## src/rtl/arp_cam_access_ctrl.sv

```systemverilog
// Purpose : sequencer/arbiter sharing the single search/write port of the
//           4-way ARP IPv4->MAC CAM between a lookup and an update requester.
// Latency : handshake at T -> search strobe T+1, lookup response T+SRCH_LAT+2,
//           write T+SRCH_LAT+2 / update response T+SRCH_LAT+3 (delete-miss T+SRCH_LAT+2).
// Backpr. : one op in flight; responses hold until Rdy, no grant until the
//           cycle after the response handshake.
// Ports   : Clk/Rst; LkpReq_* / LkpRsp_* lookup channel; UpdReq_* / UpdRsp_*
//           insert/delete channel; CamSrch_* search port; CamWr_* write port;
//           RndWay victim way from the CAM random-modulo source.
module arp_cam_access_ctrl #(
  parameter int SRCH_LAT = 2,
  parameter int KW       = 32,
  parameter int VW       = 48
) (
  input  logic          Clk,
  input  logic          Rst,
  input  logic          LkpReq_Vld,
  output logic          LkpReq_Rdy,
  input  logic [KW-1:0] LkpReq_Key,
  output logic          LkpRsp_Vld,
  input  logic          LkpRsp_Rdy,
  output logic          LkpRsp_Hit,
  output logic [VW-1:0] LkpRsp_Val,
  input  logic          UpdReq_Vld,
  output logic          UpdReq_Rdy,
  input  logic          UpdReq_Op,
  input  logic [KW-1:0] UpdReq_Key,
  input  logic [VW-1:0] UpdReq_Val,
  output logic          UpdRsp_Vld,
  input  logic          UpdRsp_Rdy,
  output logic [1:0]    UpdRsp_Code,
  output logic [1:0]    UpdRsp_Way,
  output logic          CamSrch_Vld,
  output logic [KW-1:0] CamSrch_Key,
  input  logic [3:0]    CamSrch_HitMap,
  input  logic [3:0]    CamSrch_FreeMap,
  input  logic [VW-1:0] CamSrch_Val,
  output logic          CamWr_En,
  output logic [1:0]    CamWr_Way,
  output logic [KW-1:0] CamWr_Key,
  output logic [VW-1:0] CamWr_Val,
  output logic          CamWr_Valid,
  input  logic [1:0]    RndWay
);

  typedef enum logic [2:0] {IDLE, SRCH, WAIT, DECIDE, WRITE, LRSP, URSP} state_t;

  state_t        state;
  logic          prio_upd;   // 0: lookup wins a tie, 1: update wins a tie
  logic          cur_upd;    // latched op is an update
  logic          cur_del;    // latched update is a delete
  logic [KW-1:0] cur_key;
  logic [VW-1:0] cur_val;
  logic [2:0]    lat_cnt;

  logic          grant_lkp;
  logic          grant_upd;
  logic          any_hit;
  logic [1:0]    dec_way;
  logic [1:0]    dec_code;

  function automatic logic [1:0] lowest_way(input logic [3:0] map);
    if (map[0])      return 2'd0;
    else if (map[1]) return 2'd1;
    else if (map[2]) return 2'd2;
    else             return 2'd3;
  endfunction

  // Grant is combinational so a lone requester is accepted in its first
  // valid cycle; Rst gating keeps both Rdy low while reset is held.
  assign grant_lkp = (state == IDLE) && !Rst && LkpReq_Vld && (!UpdReq_Vld || !prio_upd);
  assign grant_upd = (state == IDLE) && !Rst && UpdReq_Vld && (!LkpReq_Vld || prio_upd);
  assign LkpReq_Rdy = grant_lkp;
  assign UpdReq_Rdy = grant_upd;

  // Victim selection: hit way (overwrite), else lowest free, else random.
  // The search result is only trusted in DECIDE, where it is captured
  // straight into the write/response registers.
  assign any_hit = |CamSrch_HitMap;
  always_comb begin
    dec_way  = RndWay;
    dec_code = 2'd2;
    if (any_hit) begin
      dec_way  = lowest_way(CamSrch_HitMap);
      dec_code = 2'd0;
    end else if (|CamSrch_FreeMap) begin
      dec_way  = lowest_way(CamSrch_FreeMap);
      dec_code = 2'd1;
    end
  end

  always_ff @(posedge Clk or posedge Rst) begin
    if (Rst) begin
      state       <= IDLE;
      prio_upd    <= 1'b0;
      cur_upd     <= 1'b0;
      cur_del     <= 1'b0;
      cur_key     <= '0;
      cur_val     <= '0;
      lat_cnt     <= '0;
      LkpRsp_Vld  <= 1'b0;
      LkpRsp_Hit  <= 1'b0;
      LkpRsp_Val  <= '0;
      UpdRsp_Vld  <= 1'b0;
      UpdRsp_Code <= 2'd0;
      UpdRsp_Way  <= 2'd0;
      CamSrch_Vld <= 1'b0;
      CamSrch_Key <= '0;
      CamWr_En    <= 1'b0;
      CamWr_Way   <= 2'd0;
      CamWr_Key   <= '0;
      CamWr_Val   <= '0;
      CamWr_Valid <= 1'b0;
    end else begin
      case (state)
        IDLE: begin
          if (grant_lkp || grant_upd) begin
            prio_upd    <= ~prio_upd;
            cur_upd     <= grant_upd;
            cur_del     <= grant_upd & UpdReq_Op;
            cur_key     <= grant_upd ? UpdReq_Key : LkpReq_Key;
            cur_val     <= UpdReq_Val;
            CamSrch_Key <= grant_upd ? UpdReq_Key : LkpReq_Key;
            CamSrch_Vld <= 1'b1;
            state       <= SRCH;
          end
        end
        SRCH: begin
          CamSrch_Vld <= 1'b0;
          lat_cnt     <= 3'(SRCH_LAT - 1);
          state       <= (SRCH_LAT == 1) ? DECIDE : WAIT;
        end
        WAIT: begin
          lat_cnt <= lat_cnt - 3'd1;
          if (lat_cnt == 3'd1) state <= DECIDE;
        end
        DECIDE: begin
          if (!cur_upd) begin
            LkpRsp_Vld <= 1'b1;
            LkpRsp_Hit <= any_hit;
            LkpRsp_Val <= any_hit ? CamSrch_Val : '0;
            state      <= LRSP;
          end else if (cur_del && !any_hit) begin
            // Nothing to remove: answer without touching the CAM.
            UpdRsp_Vld  <= 1'b1;
            UpdRsp_Code <= 2'd3;
            UpdRsp_Way  <= 2'd0;
            state       <= URSP;
          end else begin
            CamWr_En    <= 1'b1;
            CamWr_Way   <= dec_way;
            CamWr_Key   <= cur_key;
            CamWr_Val   <= cur_val;
            CamWr_Valid <= ~cur_del;
            UpdRsp_Code <= dec_code;
            UpdRsp_Way  <= dec_way;
            state       <= WRITE;
          end
        end
        WRITE: begin
          CamWr_En   <= 1'b0;
          UpdRsp_Vld <= 1'b1;
          state      <= URSP;
        end
        LRSP: begin
          if (LkpRsp_Rdy) begin
            LkpRsp_Vld <= 1'b0;
            state      <= IDLE;
          end
        end
        URSP: begin
          if (UpdRsp_Rdy) begin
            UpdRsp_Vld <= 1'b0;
            state      <= IDLE;
          end
        end
        default: state <= IDLE;
      endcase
    end
  end

endmodule

```

## config.mk

```make
export PLATFORM = sky130hd
export DESIGN_NAME = arp_cam_access_ctrl
export DESIGN_NICKNAME = d
export VERILOG_FILES = /design/src/rtl/arp_cam_access_ctrl.sv
export SDC_FILE = /design/constraint.sdc
export NUM_CORES = 1
export LEC_CHECK = 0
export ABC_CLOCK_PERIOD_IN_PS = 6900
export CORE_MARGIN = 2
export CORE_UTILIZATION = 40
export DETAILED_ROUTE_END_ITERATION = 16
export GPL_ROUTABILITY_DRIVEN = 0
export PLACE_DENSITY = 0.74
export REMOVE_ABC_BUFFERS = 1
export SLEW_MARGIN = 15
export SYNTH_ARGS = -nofsm -noshare
export SYNTH_HDL_FRONTEND = slang
export SYNTH_SLANG_ARGS = --single-unit
```

## constraint.sdc

```tcl
create_clock -name Clk -period 6.9 [get_ports Clk]
set_clock_uncertainty 0.2 [all_clocks]
set_input_delay 0.69 -clock Clk [delete_from_list [all_inputs] [get_ports Clk]]
set_output_delay 0.69 -clock Clk [all_outputs]
set_load 0.01 [all_outputs]
```

==> results.py <==
metrics = {
    "yosys": {
        "seq_area_frac_synth_pct": 61.1,
        "yosys-top-cells-area": "dfrtp_1, mux2_2, a22o_1, o211ai_1, o21ai_0",
        "syn_inst": 701,
        "ys_warn_count": 0,
        "netlist_area_um2": 9380,
        "postSynthAreaPerCell_um2": 13.4,
        "synth_top_area_share_pct": 61.1,
        "synth-seq-cells": 229,
        "synth-edff-count": 0,
        "synth_common_cells": "dfrtp_1, mux2_2, a22o_1",
        "synth_top_cell_by_area": "dfrtp_1",
        "yosys.cell_count.top_type": "dfrtp_1",
        "synth_flop_cell": "dfrtp_1",
        "async_flop_share_pct": 100,
        "ys_types": 53,
    },
    "hold_path": {
        "hold_class": "flop to flop",
    },
    "finish": {
        "drive_gt1_share_pct": 17.2,
        "layout.nets": 1203,
        "design_area_um2": 13800,
        "fin_util_pct": 59.5,
        "final-instance-count-excl-fill": 1361,
        "syn_to_final_growth_pct": 47.5,
    },
    "placement": {
        "port-buffer-count": 350,
        "post-place-ws_ns": 2.99,
        "dp_hpwl_um": 18500,
        "dpl_cell_area_um2": 13000,
        "dpl.cell_count": 1316,
    },
    "clock_network": {
        "hold_buffers": 0,
        "cts_root_buf": "clkbuf_16",
        "cts_sinks": 229,
        "cts_max_level": 1,
        "post_cts_buffers": 0,
        "numCtsBuffers": 25,
        "clock_path_buffers": 3,
        "clk_pin_slew_ns": 0.06,
        "insertion_delay_ns": 0.53,
        "cts_resized": 0,
        "cts_tree": "built",
    },
    "critical_path": {
        "critPathArrivalTime_ns": 3.00,
        "cp_top_family": "buffers and inverters",
        "crit_chain": "buf_2 -> inv_1 -> nor2_1 -> and2_1 -> clkdlybuf4s50_1",
        "cp_max_fo": 35,
        "crit_buf_inv": 3,
        "end_kind": "output pin",
        "critical-path-slowest-cell": "inv_1",
        "worstPathRequired_ns": 6.01,
        "crit_type": "primary input to output pin",
        "start_kind": "primary input",
        "critPathMaxStageDelay_ns": 0.65,
        "rrSetupSlack_ns": 3.53,
    },
    "die": {
        "io_pins": 351,
        "dieWidth_um": 157,
        "die_area_um2": 24700,
        "coreArea_um2": 23300,
        "die_h_um": 157,
        "start_util_pct": 40.3,
        "row_count": 56,
    },
    "drt": {
        "dr.pass1.iters": 5,
        "drt_wl_total_um": 27200,
        "vias_per_cell": 5.31,
        "wl_per_cell_um": 20.0,
        "dr.first_iter.drc_count": 503,
        "drc": 0,
        "ant_nets": 0,
        "vias": 7229,
    },
    "pwr": {
        "leakagePower_nw": 5.72,
        "power_density_nw_per_um2": 451,
        "ir_drop_uv": 271,
        "power_mw": 6.24,
    },
    "sta": {
        "fmax_ghz": 0.257,
        "hold_ws_ns": 0.277,
        "worst_slack_ns": 3.01,
        "period_share_pct": 56.3,
        "finalSetupTns_ns": 0,
        "rsz0062_at_grt": "no",
        "drv_slew": 0,
        "setup_violations": 0,
        "period_needed_ns": 3.89,
        "finalHoldViolCount": 0,
        "maxSlewHeadroom_pct": 25.5,
        "worst_pin_slew_ns": 1.12,
    },
    "global_routing": {
        "overflow": 0,
        "grt_usage_pct": 21.5,
        "first_global_vias": 7335,
        "antenna_found_initial": 2,
        "grt_pass1_wl_um": 41600,
        "grt_max_degree": 93,
    },
    "run_status": {
        "status": "complete, no violations",
    },
    "run": {
        "cap_viol_max_count": 0,
    },
}
[power by group]
group          total, mW  leakage (nW)  internal [mW]  switching [mW]
registers           2.43          2.76           2.00           0.431
clock network       1.29         0.404          0.767           0.524
logic               2.52          2.55           1.51            1.01
total               6.24          5.72           4.28            1.96
[logic make-up (layout without fill, tap and decap cells)]
kind of cell	count (synthesis)	count (layout)	share of synthesized area (%)
DFF	229	229	61.1
AOI/OAI and AO/OA	220	220	15.6
muxes	128	128	15.6
buffers and inverters	71	410	4.04
and+or+nand+nor	50	50	3.28
adders and majority gates	2	2	0.267
xor gates and xnor gates	1	1	0.0934
other	0	2	0
[state kept, by name, indices dropped and copies added (netlist names)]
| name | count |
|---|---|
| CamSrch_Vld | 1 |
| CamWr_En | 1 |
| CamWr_Key | 32 |
| CamWr_Val | 48 |
| CamWr_Valid | 1 |
| CamWr_Way | 2 |
| LkpRsp_Hit | 1 |
| LkpRsp_Val | 48 |
| LkpRsp_Vld | 1 |
| UpdRsp_Code | 2 |
| UpdRsp_Vld | 1 |
| UpdRsp_Way | 2 |
| cur_del | 1 |
| cur_key | 32 |
| cur_upd | 1 |
| cur_val | 48 |
| lat_cnt | 3 |
| prio_upd | 1 |
| state | 3 |
[cells in the final DEF (no fill, tap or decap), types with 4 or more instances in the layout]
cell type	n
clkbuf_8	10
mux2_2	115
clkdlybuf4s50_1	349
clkinv_2	4
inv_1	9
buf_4	7
mux2_4	5
nor2_1	10
dfrtp_1	229
o211ai_1	32
o21ai_0	44
clkbuf_16	25
a31oi_1	33
a22o_1	49
a21oi_1	43
nand2_1	8
mux2_1	8
[area by class of cell]
type                       count  area [um^2]
inverter                      10         45.0
clock inverter                 5         28.8
timing repair buffer         357         3550
clock buffer                  38          774
sequential                   229         5730
antenna                        2         5.00
tap                          319          399
fill                        1851         9430
multi-input combinational    401         3300
[metal layers]
layer	routed length [um]	GRT usage (%)
met3	2820	7.79
met5	0	0
met1	10300	24.9
met2	13200	36.7
met4	901	7.58
[worst paths after layout]
kind	start	endpoint	depth (start not counted)
hold / removal	LkpRsp_Hit	LkpRsp_Hit	1
hold reg to reg	LkpRsp_Hit	LkpRsp_Hit	1
setup / recovery	UpdReq_Vld	UpdReq_Rdy	5
min in group asynchronous	Rst	cur_val[11]	2
setup reg to reg	state[0]	cur_val[2]	5
max in group asynchronous	Rst	CamWr_Key[21]	3
Note: power is estimated with default switching activity, not from simulation.
==> RTL edit 1 (same flow settings) <==
Change the parameter `KW` from 32 to 16.
--- a/src/rtl/arp_cam_access_ctrl.sv
+++ b/src/rtl/arp_cam_access_ctrl.sv
@@ -11,3 +11,3 @@
   parameter int SRCH_LAT = 2,
-  parameter int KW       = 32,
+  parameter int KW       = 16,
   parameter int VW       = 48
Interface: changed (resized CamSrch_Key, CamWr_Key, LkpReq_Key and UpdReq_Key); port bits go from 351 to 287. No check against the original RTL was run, so the function may have changed too.
==> RTL edit 1 against the original RTL <==
Cell count decreased by 11%. Sequential share of layout area up 1.6 points. Cell area decreased by 17%. Routed wire length is 25% lower. Sequential cell count shrank 32. Total power fell by 20%. Die area shrank 17%. Count of clock-buffer cells in the layout is 18 lower. Critical path depth is the same. Setup slack improved by 0.11 ns. Area after synthesis decreased by 17%. Critical endpoint unchanged. Largest cell class unchanged. Highest routed layer unchanged.
==> RTL edit 1: results <==
metrics = {
    "placed_design": {
        "detailed_place_hpwl_mm": 14.36,
        "dp_cells": 1186,
    },
    "global_routing": {
        "antenna_found_initial": 0,
        "grt_usage": 0.1993,
    },
    "layout": {
        "fillers": 1673,
        "n_antenna_cell": 0,
        "nFlopsAndLatches": 197,
    },
    "route": {
        "wire_per_inst_um": 16.78,
        "wl_met1_mm": 8.273,
        "finalWirelength_mm": 20.44,
        "dr_wl_met2_mm": 9.723,
    },
    "power_and_ir_drop": {
        "power_frac_comb": 0.381,
    },
    "clocking": {
        "h-tree-depth": 4,
        "numCtsBuffers": 17,
    },
    "yosys": {
        "synth_compound_gate_area_share": 0.09476,
        "syn_area_per_cell_um2": 11.63,
        "ys_top_cells_by_count": "221 x nand2_1, 197 x dfrtp_1, 50 x a22o_1",
        "yosys-top-cells-area": "dfrtp_1 63%, nand2_1 11%, a22o_1 5.6%",
    },
    "timing": {
        "worst_slack_ns": 3.127,
        "hold_ws_ns": 0.2667,
    },
    "worst_setup_path": {
        "critPathArrivalTime_ns": 2.88,
        "ff2ff_setup_slack_ns": 3.73,
        "cp_slowest_cell": "o21ai_2",
        "crit_start": "LkpReq_Vld",
    },
    "hold_path": {
        "worstHoldStart": "cur_val[7]$_DFFE_PP0P_",
        "worstHoldEndpoint": "CamWr_Val[7]$_DFFE_PP0P_",
    },
    "status": {
        "status": "completed",
    },
}
-- RTL edit 1: changes by cell type after synthesis, moves of 14 or more --
| cell | before | now |
|---|---|---|
| o21ai_0 | 44 | 26 |
| mux2i_1 | 0 | 16 |
| mux2_4 | 5 | 20 |
| clkbuf_1 | 32 | 18 |
| dfrtp_1 | 229 | 197 |
| mux2_2 | 115 | 24 |
| a31oi_1 | 33 | 0 |
| nand2_1 | 8 | 221 |
| a21oi_1 | 43 | 8 |
| o211ai_1 | 32 | 0 |
-- RTL edit 1: layer usage --
layer,vias up,track usage
met5,-,0
met4,0,0.05986
met3,22,0.08164
met2,210,0.3298
met1,2876,0.2388
li1,2794,-
-- RTL edit 1: through the flow --
| stage | instance area, um2 | utilization |
|---|---|---|
| floorplan | 7560 | - |
| global placement | 10840 | 0.5623 |
| detailed placement | 10840 | 0.5623 |
| CTS | 11470 | 0.5952 |
| global route | 11470 | 0.5952 |
| finish | 11470 | 0.5952 |
==> RTL edit 2 (same flow settings) <==
Without the edit above. Reset style: synchronous (`Rst`), changed in one clocked block.
--- a/src/rtl/arp_cam_access_ctrl.sv
+++ b/src/rtl/arp_cam_access_ctrl.sv
@@ -91,3 +91,3 @@
 
-  always_ff @(posedge Clk or posedge Rst) begin
+  always_ff @(posedge Clk) begin
     if (Rst) begin
Check against the original RTL: differs if Rst is asserted again (counterexample within 4 cycles, from zero or initial values and one cycle with Rst high); with Rst held inactive, the same outputs for 4 cycles.
==> RTL edit 2 against the original RTL <==
Setup slack got worse by 0.77 ns. Via count increased by 15%. Sequential cell count unchanged. Count of clock-buffer cells in the layout increased by 1. Maximum frequency decreased by 17%. Hold slack got worse by 0.029 ns. Core utilization increased by 2.4 points. Cell area decreased by 6.6%. Die area decreased by 9.5%. Global-route usage increased by 1.6 points. Area after synthesis decreased by 9.8%. Routed wire length increased by 0.11%.
Power is not compared: it rests on default switching activity, and its combinational part moved more than twofold at a synthesized area within 25%.
==> RTL edit 2: results <==
metrics = {
    "layout": {
        "n_antenna_cell": 0,
        "finalNetCount": 1507,
        "fillers": 1856,
        "reg.largest.list": "CamWr_Val: 48 flops, LkpRsp_Val: 48 flops, cur_val: 48 flops",
        "layout-drive-gt1-share": 0.04903,
        "multi_input_area_um2": 3470,
    },
    "yosys": {
        "syn_area_um2": 8463,
        "seq_area_frac_synth": 0.5417,
        "yosys-top-cells-area": "dfxtp_1 54%, nand2_1 13%, a21oi_1 10%",
        "ys_top_cells_by_count": "294 x nand2_1, 229 x dfxtp_1, 173 x a21oi_1",
        "syn_area_per_cell_um2": 8.257,
        "synthArstFlopShare": 0,
        "ys.flop_type": "dfxtp_1",
        "yosysUniqueCellTypes": 45,
    },
    "route": {
        "viasPerCell": 5.140,
        "finalWirelength_mm": 27.18,
        "drt-pass1-iter-count": 5,
        "dr.first_iter.drc_count": 333,
        "wire_per_inst_um": 16.77,
    },
    "placed_design": {
        "placed_area_um2": 11990,
        "portBuffers": 350,
        "detailed_place_hpwl_mm": 18.27,
        "dp_cells": 1576,
        "post-place-ws_ns": 2.407,
    },
    "hold_path": {
        "hold_class": "reg2reg",
    },
    "worst_setup_path": {
        "critPathArrivalTime_ns": 3.76,
        "crit_fanout": 34,
    },
    "clocking": {
        "path_clk_slew_ns": 0.06,
        "h-tree-depth": 1,
        "post-cts-setup-buffers": 0,
    },
    "global_routing": {
        "grt_usage": 0.2308,
        "grt_pass1_wl_mm": 41.47,
        "antenna_found_initial": 1,
        "grt_pass1_vias": 7876,
        "use_met1": 0.2725,
        "grt_start_max_net_pins": 97,
        "met3_usage": 0.06982,
        "met2_usage": 0.3986,
    },
    "timing": {
        "tightestPinTransition_ns": 1.155,
    },
    "status": {
        "status": "completed",
    },
    "power_and_ir_drop": {
        "p_leak_nw": 4.568,
    },
}
[RTL edit 2: final timing paths]
check                                              start  depth (start not counted)  slack [ns]                          to
worst max-delay path               state[2]$_SDFFE_PP0P_                          4        2.25                  UpdReq_Rdy
worst min-delay path            cur_val[20]$_SDFFE_PP0P_                          2        0.25  CamWr_Val[20]$_SDFFE_PP0P_
worst max register to register     state[1]$_SDFFE_PP0P_                          5        3.52   CamWr_Way[0]$_SDFFE_PP0P_
worst min register to register  cur_val[20]$_SDFFE_PP0P_                          2        0.25  CamWr_Val[20]$_SDFFE_PP0P_
[RTL edit 2: layout make-up]
| cell class | instances | area share |
|---|---|---|
| tap | 275 | 0.02663 |
| inverter | 7 | 0.002034 |
| clock inverter | 6 | 0.01036 |
| timing repair buffer | 358 | 0.2759 |
| clock buffer | 39 | 0.06178 |
| multi-input combinational | 707 | 0.2685 |
| sequential | 229 | 0.3548 |
[RTL edit 2: critical path, stage by stage, from the launching register on]
cell and delay (ns):
dfxtp_1 0.51, nor4_4 0.51, nand3_2 0.73, inv_2 0.81
clkdlybuf4s50_1 0.66
[RTL edit 2: metal layers]
layer / wire length, um / up-vias
li1: - / 4049
met1: 10510 / 3876
met2: 13080 / 342
met3: 2748 / 63
met4: 829 / 2
met5: 13 / -
[RTL edit 2: where the power goes]
group	leakage (nW)	switching (mW)	internal, mW	total [mW]
clock network	0.462	0.537	0.940	1.48
logic	2.25	0.358	0.335	0.694
registers	1.86	0.103	1.44	1.54
total	4.57	0.998	2.71	3.71
[RTL edit 2: kinds of logic after synthesis]
kind of cell / synth area share
compound gates: 0.2020
flops: 0.5417
buf+inv: 0.05337
xor+xnor: 0.001035
simple gates: 0.1990
fa+ha+maj: 0.002956
